## src/rtl/sipo_frame_pkg.sv

```systemverilog
// Shared types and parameter checks for the SIPO frame controller.
package sipo_frame_pkg;

  typedef enum logic {
    IDLE  = 1'b0,
    SHIFT = 1'b1
  } state_t;

  localparam int unsigned WIDTH_MIN = 2;
  localparam int unsigned WIDTH_MAX = 32;

  function automatic bit width_ok(input int unsigned w);
    return (w >= WIDTH_MIN) && (w <= WIDTH_MAX);
  endfunction

endpackage

```

## src/rtl/shift_reg_en.sv

```systemverilog
// WIDTH-bit left shift register; serial bit enters at the LSB, clear wins over shift.
module shift_reg_en
  import sipo_frame_pkg::*;
#(
  parameter int unsigned WIDTH = 4
) (
  input  logic             clk,
  input  logic             reset,
  input  logic             clr,
  input  logic             en,
  input  logic             din,
  output logic [WIDTH-1:0] q
);

  if (!width_ok(WIDTH)) begin : g_bad_width
    $error("shift_reg_en: WIDTH out of range");
  end

  always_ff @(posedge clk or negedge reset) begin
    if (!reset) begin
      q <= '0;
    end else if (clr) begin
      q <= '0;
    end else if (en) begin
      q <= {q[WIDTH-2:0], din};
    end
  end

endmodule

```

## src/rtl/sipo_frame_ctrl.sv

```systemverilog
// Frame controller: captures WIDTH serial bits after start, holds the word for a valid/ready drain.
module sipo_frame_ctrl
  import sipo_frame_pkg::*;
#(
  parameter int unsigned WIDTH = 4
) (
  input  logic             clk,
  input  logic             reset,
  input  logic             start,
  input  logic             sin,
  input  logic             sin_valid,
  output logic [WIDTH-1:0] out_data,
  output logic             out_valid,
  input  logic             out_ready,
  output logic             busy,
  output logic             overrun,
  input  logic             clr_overrun
);

  localparam int unsigned CNT_W = $clog2(WIDTH);
  localparam logic [CNT_W-1:0] CNT_LAST = CNT_W'(WIDTH - 1);

  if (!width_ok(WIDTH)) begin : g_bad_width
    $error("sipo_frame_ctrl: WIDTH out of range");
  end

  state_t           state, state_n;
  logic [CNT_W-1:0] cnt, cnt_n;
  logic [WIDTH-1:0] shreg;
  logic [WIDTH-1:0] word;
  logic             shift_en;
  logic             done;
  logic             hold_free;
  logic             load;
  logic             drop;
  logic             out_valid_n;
  logic             overrun_n;

  shift_reg_en #(.WIDTH(WIDTH)) u_shreg (
    .clk   (clk),
    .reset (reset),
    .clr   (start),
    .en    (shift_en),
    .din   (sin),
    .q     (shreg)
  );

  // start clears the shifter in either state, so it only gates the shift enable here.
  always_comb begin
    shift_en    = (state == SHIFT) && !start && sin_valid;
    done        = shift_en && (cnt == CNT_LAST);
    word        = {shreg[WIDTH-2:0], sin};
    hold_free   = !out_valid || out_ready;
    load        = done && hold_free;
    drop        = done && !hold_free;

    out_valid_n = out_valid;
    if (load) begin
      out_valid_n = 1'b1;
    end else if (out_valid && out_ready) begin
      out_valid_n = 1'b0;
    end

    overrun_n = overrun;
    if (drop) begin
      overrun_n = 1'b1;
    end else if (clr_overrun) begin
      overrun_n = 1'b0;
    end
  end

  always_comb begin
    state_n = state;
    cnt_n   = cnt;
    unique case (state)
      IDLE: begin
        if (start) begin
          state_n = SHIFT;
          cnt_n   = '0;
        end
      end
      SHIFT: begin
        if (start) begin
          cnt_n = '0;
        end else if (done) begin
          state_n = IDLE;
          cnt_n   = '0;
        end else if (shift_en) begin
          cnt_n = cnt + CNT_W'(1);
        end
      end
      default: begin
        state_n = IDLE;
        cnt_n   = '0;
      end
    endcase
  end

  always_ff @(posedge clk or negedge reset) begin
    if (!reset) begin
      state <= IDLE;
      cnt   <= '0;
    end else begin
      state <= state_n;
      cnt   <= cnt_n;
    end
  end

  always_ff @(posedge clk or negedge reset) begin
    if (!reset) begin
      out_data  <= '0;
      out_valid <= 1'b0;
      overrun   <= 1'b0;
    end else begin
      if (load) begin
        out_data <= word;
      end
      out_valid <= out_valid_n;
      overrun   <= overrun_n;
    end
  end

  assign busy = (state == SHIFT);

endmodule

```

## config.mk

```make
export PLATFORM = sky130hd
export DESIGN_NAME = sipo_frame_ctrl
export DESIGN_NICKNAME = d
export VERILOG_FILES = /design/src/rtl/sipo_frame_pkg.sv /design/src/rtl/shift_reg_en.sv /design/src/rtl/sipo_frame_ctrl.sv
export SDC_FILE = /design/constraint.sdc
export NUM_CORES = 1
export LEC_CHECK = 0
export ABC_AREA = 1
export BUFFER_PORTS_ARGS = -buffer_cell sky130_fd_sc_hd__buf_2
export CORE_AREA = 2 2 39 41
export CTS_BUF_LIST = sky130_fd_sc_hd__clkbuf_8
export DETAILED_ROUTE_END_ITERATION = 8
export DIE_AREA = 0 0 41 43
export GPL_TIMING_DRIVEN = 0
export PLACE_DENSITY = 0.7
export RECOVER_POWER = 25
export SKIP_LAST_GASP = 1
export SLEW_MARGIN = 20
export SYNTH_ARGS = -nofsm -noshare
export SYNTH_HDL_FRONTEND = slang
export SYNTH_SLANG_ARGS = --single-unit
```

## constraint.sdc

```tcl
create_clock -name clk -period 2.2 [get_ports clk]
set_input_delay 0.66 -clock clk [delete_from_list [all_inputs] [get_ports clk]]
set_output_delay 0.66 -clock clk [all_outputs]
set_load 0.02 [all_outputs]
```

==> results of run 1 <==
sequential cells by signal (all words and copies together) (netlist names):
register	flops
out_data	4
u_shreg.q	3
cnt	2
busy	1
out_valid	1
overrun	1
cells by family (layout without fill, tap and decap cells):
| logic type | Yosys count | after routing |
|---|---|---|
| AOI/OAI and AO/OA | 2 | 2 |
| DFF | 12 | 12 |
| and+or+nand+nor | 35 | 35 |
| buffers and inverters | 5 | 22 |
| adders and majority gates | 1 | 1 |
metal layers:
layer	vias to the layer above	routed length, µm	share of wire	GRT usage
li1	206	-	-	-
met1	189	408	0.46	0.140
met2	9	445	0.50	0.194
met3	0	31	0.035	0.0471
met4	0	0	0	0.0800
met5	-	0	0	0
synthesized netlist by cell type, drive strengths merged:
master,instances,area (µm²)
nand4,4,25.0
nor2,2,10.0
o21ai,2,13.8
inv,4,15.0
ha,1,12.5
nand2,28,113
buf,1,11.3
nand3,1,5.00
dfrtp,12,300
path summary, 6_finish.rpt:
| check | slack (ns) | to | cells after the start |
|---|---|---|---|
| worst max register to register | 1.07 | out_data[1]$_DFFE_PN0P_ | 4 |
| min in group clk | 0.47 | out_data[3]$_DFFE_PN0P_ | 2 |
| worst min register to register | 0.47 | out_data[3]$_DFFE_PN0P_ | 2 |
| max in group asynchronous | 1.37 | out_data[0]$_DFFE_PN0P_ | 1 |
| worst max-delay path | 0.76 | busy | 1 |
| worst min-delay path | 0.42 | out_data[2]$_DFFE_PN0P_ | 1 |
where the power goes:
| part | total (mW) | switching (mW) | internal [mW] |
|---|---|---|---|
| combinational | 0.0598 | 0.0385 | 0.0213 |
| clock | 0.237 | 0.0789 | 0.158 |
| sequential | 0.246 | 0.00905 | 0.237 |
| total | 0.542 | 0.126 | 0.416 |
cell usage in the layout (no fill, tap or decap):
cell	count
sky130_fd_sc_hd__ha_1	1
sky130_fd_sc_hd__nand4_1	4
sky130_fd_sc_hd__o21ai_2	1
sky130_fd_sc_hd__clkbuf_1	1
sky130_fd_sc_hd__buf_2	12
sky130_fd_sc_hd__clkbuf_8	4
sky130_fd_sc_hd__nand2_4	1
sky130_fd_sc_hd__o21ai_0	1
sky130_fd_sc_hd__buf_6	1
sky130_fd_sc_hd__nand3_1	1
sky130_fd_sc_hd__nor2_1	1
sky130_fd_sc_hd__nand2_1	27
sky130_fd_sc_hd__inv_1	4
sky130_fd_sc_hd__dfrtp_1	12
sky130_fd_sc_hd__nor2_2	1
through the flow:
step	power, mW	std cells	hold WS (ns)
after floorplan	0.286	55	0.364
after global placement	0.308	84	0.450
after detailed placement	0.311	84	0.454
after CTS	0.548	88	0.297
after global routing	0.569	88	0.473
final	0.542	88	0.417
final cells by class:
type | count | share of cell area
tap | 16 | 0.0311
inverter | 4 | 0.0233
sequential | 12 | 0.466
buffer | 1 | 0.0175
timing repair buffer | 13 | 0.0990
multi-input combinational | 38 | 0.278
clock buffer | 4 | 0.0854
==> Flow_metrics.wiki, run 1 <==
{| class="wikitable"
! Metric !! Value
|-
| Run status || finished, final reports clean
|-
| Critical path capture point type || primary output
|-
| Multiplexer share of the synthesized area || 0
|-
| Power density over cell area || 842 mW/mm²
|-
| Site row count || 14
|-
| Global-route wire length before repair || 1480 µm
|-
| Parity-gate share of the synthesized area counting xor and xnor cells || 0
|-
| Pin count of the biggest net entering global routing || 13
|-
| FF+latch area || ~300 µm²
|-
| Fill cells || 132
|-
| Footprint of the multi-input gates || roughly 180 µm²
|-
| Startpoint Class || register
|-
| Post-CTS setup buffers || 0
|-
| Count of buffers from port buffering || 13
|-
| Part of the cycle the worst path needs || 0.656
|-
| Syn-to-layout area delta || 27.5%
|-
| Post-CTS resize count || 0
|-
| Leakage power summed over all cells || 0.382 nW
|-
| GR Util All Layers || 0.127
|-
| Simple logic cell fraction of the synthesized area || 0.302
|-
| Vias in the first global route || between 300 and 400
|-
| Avg WL per Cell || 10.1 µm
|-
| Worst path buffer plus inverter count || 1
|-
| Synthesis Warnings || 0
|-
| Setup slack after placement || around 0.78 ns
|-
| Routability cong. || approximately 0.67
|-
| Endpoints failing setup || 0
|-
| Antenna Cells || 0
|-
| DRT Wirelength || 886 µm
|-
| Required @ worst endpoint || 1.54 ns
|-
| Number of different library cells in the post-synthesis netlist || 12
|-
| Count of H-tree levels built during CTS || 1
|-
| IO Pins || 14
|-
| Final non-filler cell area || 644 µm²
|-
| Die X || about 40 µm
|-
| Slowest cell on the critical path || sky130_fd_sc_hd__dfrtp_1
|-
| Register clock-pin slew on the reported worst setup and hold paths || 0.05 ns
|-
| Die outline height || 43 µm
|-
| Arrival time reported for the critical path endpoint || slightly below 0.8 ns
|-
| Share of synthesized area occupied by flip-flops and latches || 0.594
|-
| Hold crit path type || in2async
|-
| Hold_buf cts || 0
|-
| Number of synthesized register bits || 12
|-
| Total standard cell area after synthesis || 505 µm²
|-
| Post-detailed-route count of antenna-violating nets || 0
|-
| Kind of cell adding the most delay to the critical path || flip-flops
|-
| CTS Sinks || 12
|-
| Final design utilization || 0.466
|-
| Number of maximum-capacitance constraint violations || 0
|-
| Total congestion overflow || 0
|-
| Clk_lat worst skew || between 0.2 and 0.25 ns
|-
| Area inside the core boundary || around 0.0014 mm²
|-
| Tmin final || 1.44 ns
|-
| Violation count after the first detailed-routing iteration || 7
|-
| Master cell of the clock root buffer || sky130_fd_sc_hd__clkbuf_8
|-
| Worst VDD drop || just over 400 µV
|-
| Path type of the worst setup path || reg2out
|-
| Placed Area || 591 µm²
|-
| Cells traversed along the worst timing path || buf_2
|-
| Setup total negative slack || 0 ns
|-
| Tightest Pin Transition || ~0.64 ns
|-
| Initial Utilization || 0.365
|-
| Area enclosed by the die boundary || ~0.0018 mm²
|-
| Final count of hold timing violations || 0
|-
| Final number of max-transition violations || 0
|-
| Max incr delay on CP || ~0.38 ns
|-
| Vias per std cell || between 4 and 5
|-
| Smallest setup slack after layout || between 0.7 and 0.8 ns
|-
| Worst-case clock skew || 0.00251 ns
|-
| Setup repair after global routing missed its margin || false
|-
| Detailed Place HPWL || ~670 µm
|-
| Relative slew slack || 0.575
|-
| Dominant combinational cell family by area after synthesis || simple AND/OR/NAND/NOR gates
|-
| Avg Inst Size Synth || ~9.2 µm²
|-
| Layout cell share with drive strength beyond 1 || 0.278
|-
| Synthesized instance count || between 50 and 60
|-
| Number of antenna violations at the first check in global routing || 0
|-
| DRC errors left || 0
|-
| Clock tree from TritonCTS || yes
|-
| Post-synth net total || 63
|-
| Launching element of the worst setup path || busy$_DFF_PN0_
|-
| Total clock buffers created by CTS || 3
|-
| Bufs on Longest Clock Path || 2
|-
| Area fraction in compound gates after synthesis || 0.0272
|-
| Worst reg2reg startpoint || cnt[0]$_DFFE_PN0P_
|-
| Total iterations of the first detailed-routing run || 4
|-
| Adder-cell area share of the yosys netlist || 0.0248
|-
| Number of nets in the layout || 81
|-
| F_max || 0.693 GHz
|-
| Worst-path fanout max || 3
|-
| DR vias || between 400 and 500
|}
(Power assumes the default switching activity.)
==> run 2, diff against run 1 <==
PLACE_DENSITY = 0.72   (was 0.7)
clock period = 1.2 ns   (was 2.2 ns; I/O delays follow)
==> run 2 against run 1 <==
Total power increased by 84%. Via count decreased by 0.99%. Non-clock buffer count increased by 1. Combinational power increased by 89%. Setup slack got worse by 0.71 ns. First-iteration DRC count increased by 43%. Utilization increased by 0.99 points. Clock skew decreased by 0.0016 ns. Sequential share of layout area decreased by 0.97 points. Critical path type unchanged. Critical endpoint unchanged. Largest power group unchanged.
==> Flow_metrics.wiki, run 2 (synthesis results as in run 1) <==
{| class="wikitable"
! Metric !! Value
|-
| Setup crit end || busy
|-
| Leakage power summed over all cells || 0.386 nW (+1.2%)
|-
| IO Pins || 14 (unchanged)
|-
| Site row count || 14 (unchanged)
|-
| Post-detailed-route count of antenna-violating nets || 0 (unchanged)
|-
| Global-route wire length before repair || 1440 µm (-2.3%)
|-
| Total iterations of the first detailed-routing run || 3 (-1)
|-
| Clock tree from TritonCTS || yes
|-
| Syn-to-layout area delta || 30.2%
|-
| DRT Wirelength || 919 µm (+3.7%)
|-
| Share of total power consumed by net switching || 0.234 (+0.000810)
|-
| Worst VDD drop || 467 µV (+14%)
|-
| Hold crit path type || in2reg
|-
| Max incr delay on CP || 0.39 ns (about the same)
|-
| Worst path buffer plus inverter count || 1 (unchanged)
|-
| Path depth of the worst reg2reg path || 4 (unchanged)
|-
| Register clock-pin slew on the reported worst setup and hold paths || 0.05 ns (about the same)
|-
| Tmin final || 1.15 ns
|-
| Critical path capture point type || primary output
|-
| DR vias || 400 (-0.99%)
|-
| Antenna Cells || 0 (unchanged)
|-
| Cells traversed along the worst timing path || buf_2
|-
| Count of H-tree levels built during CTS || 1 (unchanged)
|-
| Launching element of the worst setup path || busy$_DFF_PN0_
|-
| Detailed Place HPWL || 671 µm (+0.95%)
|-
| Share of total power in the clock network || 0.436 (about the same)
|-
| Number of nets in the layout || 82 (+1.2%)
|-
| Final non-filler cell area || 658 µm² (+2.1%)
|-
| Initial Utilization || 0.365 (unchanged)
|-
| Power, Total || 1.00 mW (+84%)
|-
| CTS Sinks || 12 (unchanged)
|-
| Slowest cell on the critical path || sky130_fd_sc_hd__dfrtp_1
|-
| Count of buffers from port buffering || 13 (unchanged)
|-
| Worst-path fanout max || 3 (unchanged)
|-
| Relative slew slack || 0.785 (+0.209)
|-
| Run status || finished, final reports clean
|-
| Crit Reg-Reg Endpoint || out_data[3]$_DFFE_PN0P_
|-
| Vias per std cell || 4.49 (-2.1%)
|-
| Startpoint Class || register
|-
| Layout cell share with drive strength beyond 1 || 0.301 (+0.0236)
|-
| Area inside the core boundary || 0.00138 mm² (unchanged)
|-
| Bufs on Longest Clock Path || 2 (unchanged)
|-
| Routability cong. || 0.663 (-1.0%)
|-
| Die outline height || 43 µm (unchanged)
|-
| Logic depth of the worst setup path including buffers || 1 (unchanged)
|-
| Biggest register || out_data
|-
| Share of power burned in registers || 0.451 (-0.002)
|-
| DRC errors left || 0 (unchanged)
|-
| Final design utilization || 0.476 (+0.00995)
|-
| Endpoints failing setup || 0 (unchanged)
|-
| Die X || 41 µm (unchanged)
|-
| Net Sw Power || 234 µW (+85%)
|-
| Area enclosed by the die boundary || 0.00176 mm² (unchanged)
|-
| F_max || 0.869 GHz
|-
| Number of antenna violations at the first check in global routing || 0 (unchanged)
|-
| Internal power || 766 µW (+84%)
|-
| Arrival time reported for the critical path endpoint || 0.79 ns (about the same)
|-
| R2R Setup Slk || 0.13 ns (-0.94 ns)
|-
| Worst reg2reg startpoint || cnt[0]$_DFFE_PN0P_
|-
| Avg WL per Cell || 10.3 µm (+2.6%)
|-
| Power density over cell area || 1520 mW/mm² (+81%)
|-
| Kind of cell adding the most delay to the critical path || flip-flops
|-
| Final count of hold timing violations || 0 (unchanged)
|-
| Vias in the first global route || 367 (-4.7%)
|-
| Tightest Pin Transition || 0.322 ns (-0.315 ns)
|-
| Setup total negative slack || 0 ns (unchanged)
|-
| Master cell of the clock root buffer || sky130_fd_sc_hd__clkbuf_8
|-
| Placed Area || 591 µm² (unchanged)
|-
| Fill cells || 129 (-2.3%)
|-
| Total congestion overflow || 0 (unchanged)
|-
| Most common library cell in the layout ignoring fill and taps || sky130_fd_sc_hd__nand2_1
|-
| Required @ worst endpoint || 0.84 ns (-0.70 ns)
|-
| Worst-case clock skew || 0.000940 ns (-0.00157 ns)
|-
| Final number of max-transition violations || 0 (unchanged)
|-
| Largest regs || out_data: 4 flops, u_shreg.q: 3 flops, cnt: 2 flops
|-
| Number of maximum-capacitance constraint violations || 0 (unchanged)
|-
| Most frequent cells in the layout || sky130_fd_sc_hd__nand2_1 (27), sky130_fd_sc_hd__buf_2 (13), sky130_fd_sc_hd__dfrtp_1 (12)
|-
| Total clock buffers created by CTS || 3 (unchanged)
|-
| Part of the cycle the worst path needs || 0.959
|-
| Clk_lat worst skew || 0.24 ns (about the same)
|-
| GR Util All Layers || 0.126 (-0.000888)
|-
| Violation count after the first detailed-routing iteration || 10 (+3)
|-
| Path type of the worst setup path || reg2out
|-
| Max reg flops || 4 (unchanged)
|-
| Setup repair after global routing missed its margin || false
|-
| Pin count of the biggest net entering global routing || 13 (unchanged)
|-
| Combinational group share of total power || 0.113 (+0.003)
|}
[run 2: final cells by class]
| type | count | area, µm² | share of cell area |
|---|---|---|---|
| Tap cell | 16 | 20.0 | 0.0304 |
| Sequential cell | 12 | 300 | 0.456 |
| Inverter | 4 | 15.0 | 0.0228 |
| Timing Repair Buffer | 14 | 75.1 | 0.114 |
| Clock buffer | 4 | 55.1 | 0.0837 |
| Buffer | 1 | 11.3 | 0.0171 |
| Multi-Input combinational cell | 38 | 181 | 0.276 |
[run 2: how the worst min path moves through the flow]
stage | slack, ns | cells past startpoint | startpoint | endpoint
after CTS | 0.36 | 3 | sin | u_shreg.q[0]$_DFFE_PN0P_
after global placement | 0.25 | 1 | reset | out_valid$_DFFE_PN0P_
final | 0.36 | 3 | sin | u_shreg.q[0]$_DFFE_PN0P_
after global routing | 0.38 | 3 | sin | u_shreg.q[0]$_DFFE_PN0P_
after floorplan | 0.06 | 0 | reset | busy$_DFF_PN0_
after detailed placement | 0.25 | 1 | reset | out_valid$_DFFE_PN0P_
[run 2: through the flow]
stage / worst slack, ns / instances / hold WS, ns
final: 0.0486 / 89 / 0.362
after global routing: 0.0271 / 89 / 0.385
after CTS: 0.0374 / 89 / 0.359
after detailed placement: 0.0477 / 84 / 0.252
after global placement: 0.0867 / 84 / 0.246
after floorplan: 0.117 / 55 / 0.0644
[run 2: repair_timing]
item,CTS,global route
endpoints found under the setup margin,0,2
hold buffers,1,0
hold endpoints to repair,12,0
resized for setup,0,1
buffers inserted,0,0
[run 2: per-layer routing]
layer,track usage,up-vias,share of wire
li1,-,207,-
met1,0.131,176,0.41
met5,0,-,0
met2,0.191,13,0.49
met4,0.100,0,0.034
met3,0.0471,4,0.061
[run 2: power groups by stage]
stage | clock [mW] | combinational (mW) | sequential [mW]
after CTS | 0.442 | 0.115 | 0.451
final | 0.436 | 0.113 | 0.451
after detailed placement | 0 | 0.111 | 0.458
after floorplan | 0 | 0.0469 | 0.477
after global routing | 0.462 | 0.128 | 0.455
after global placement | 0 | 0.109 | 0.456
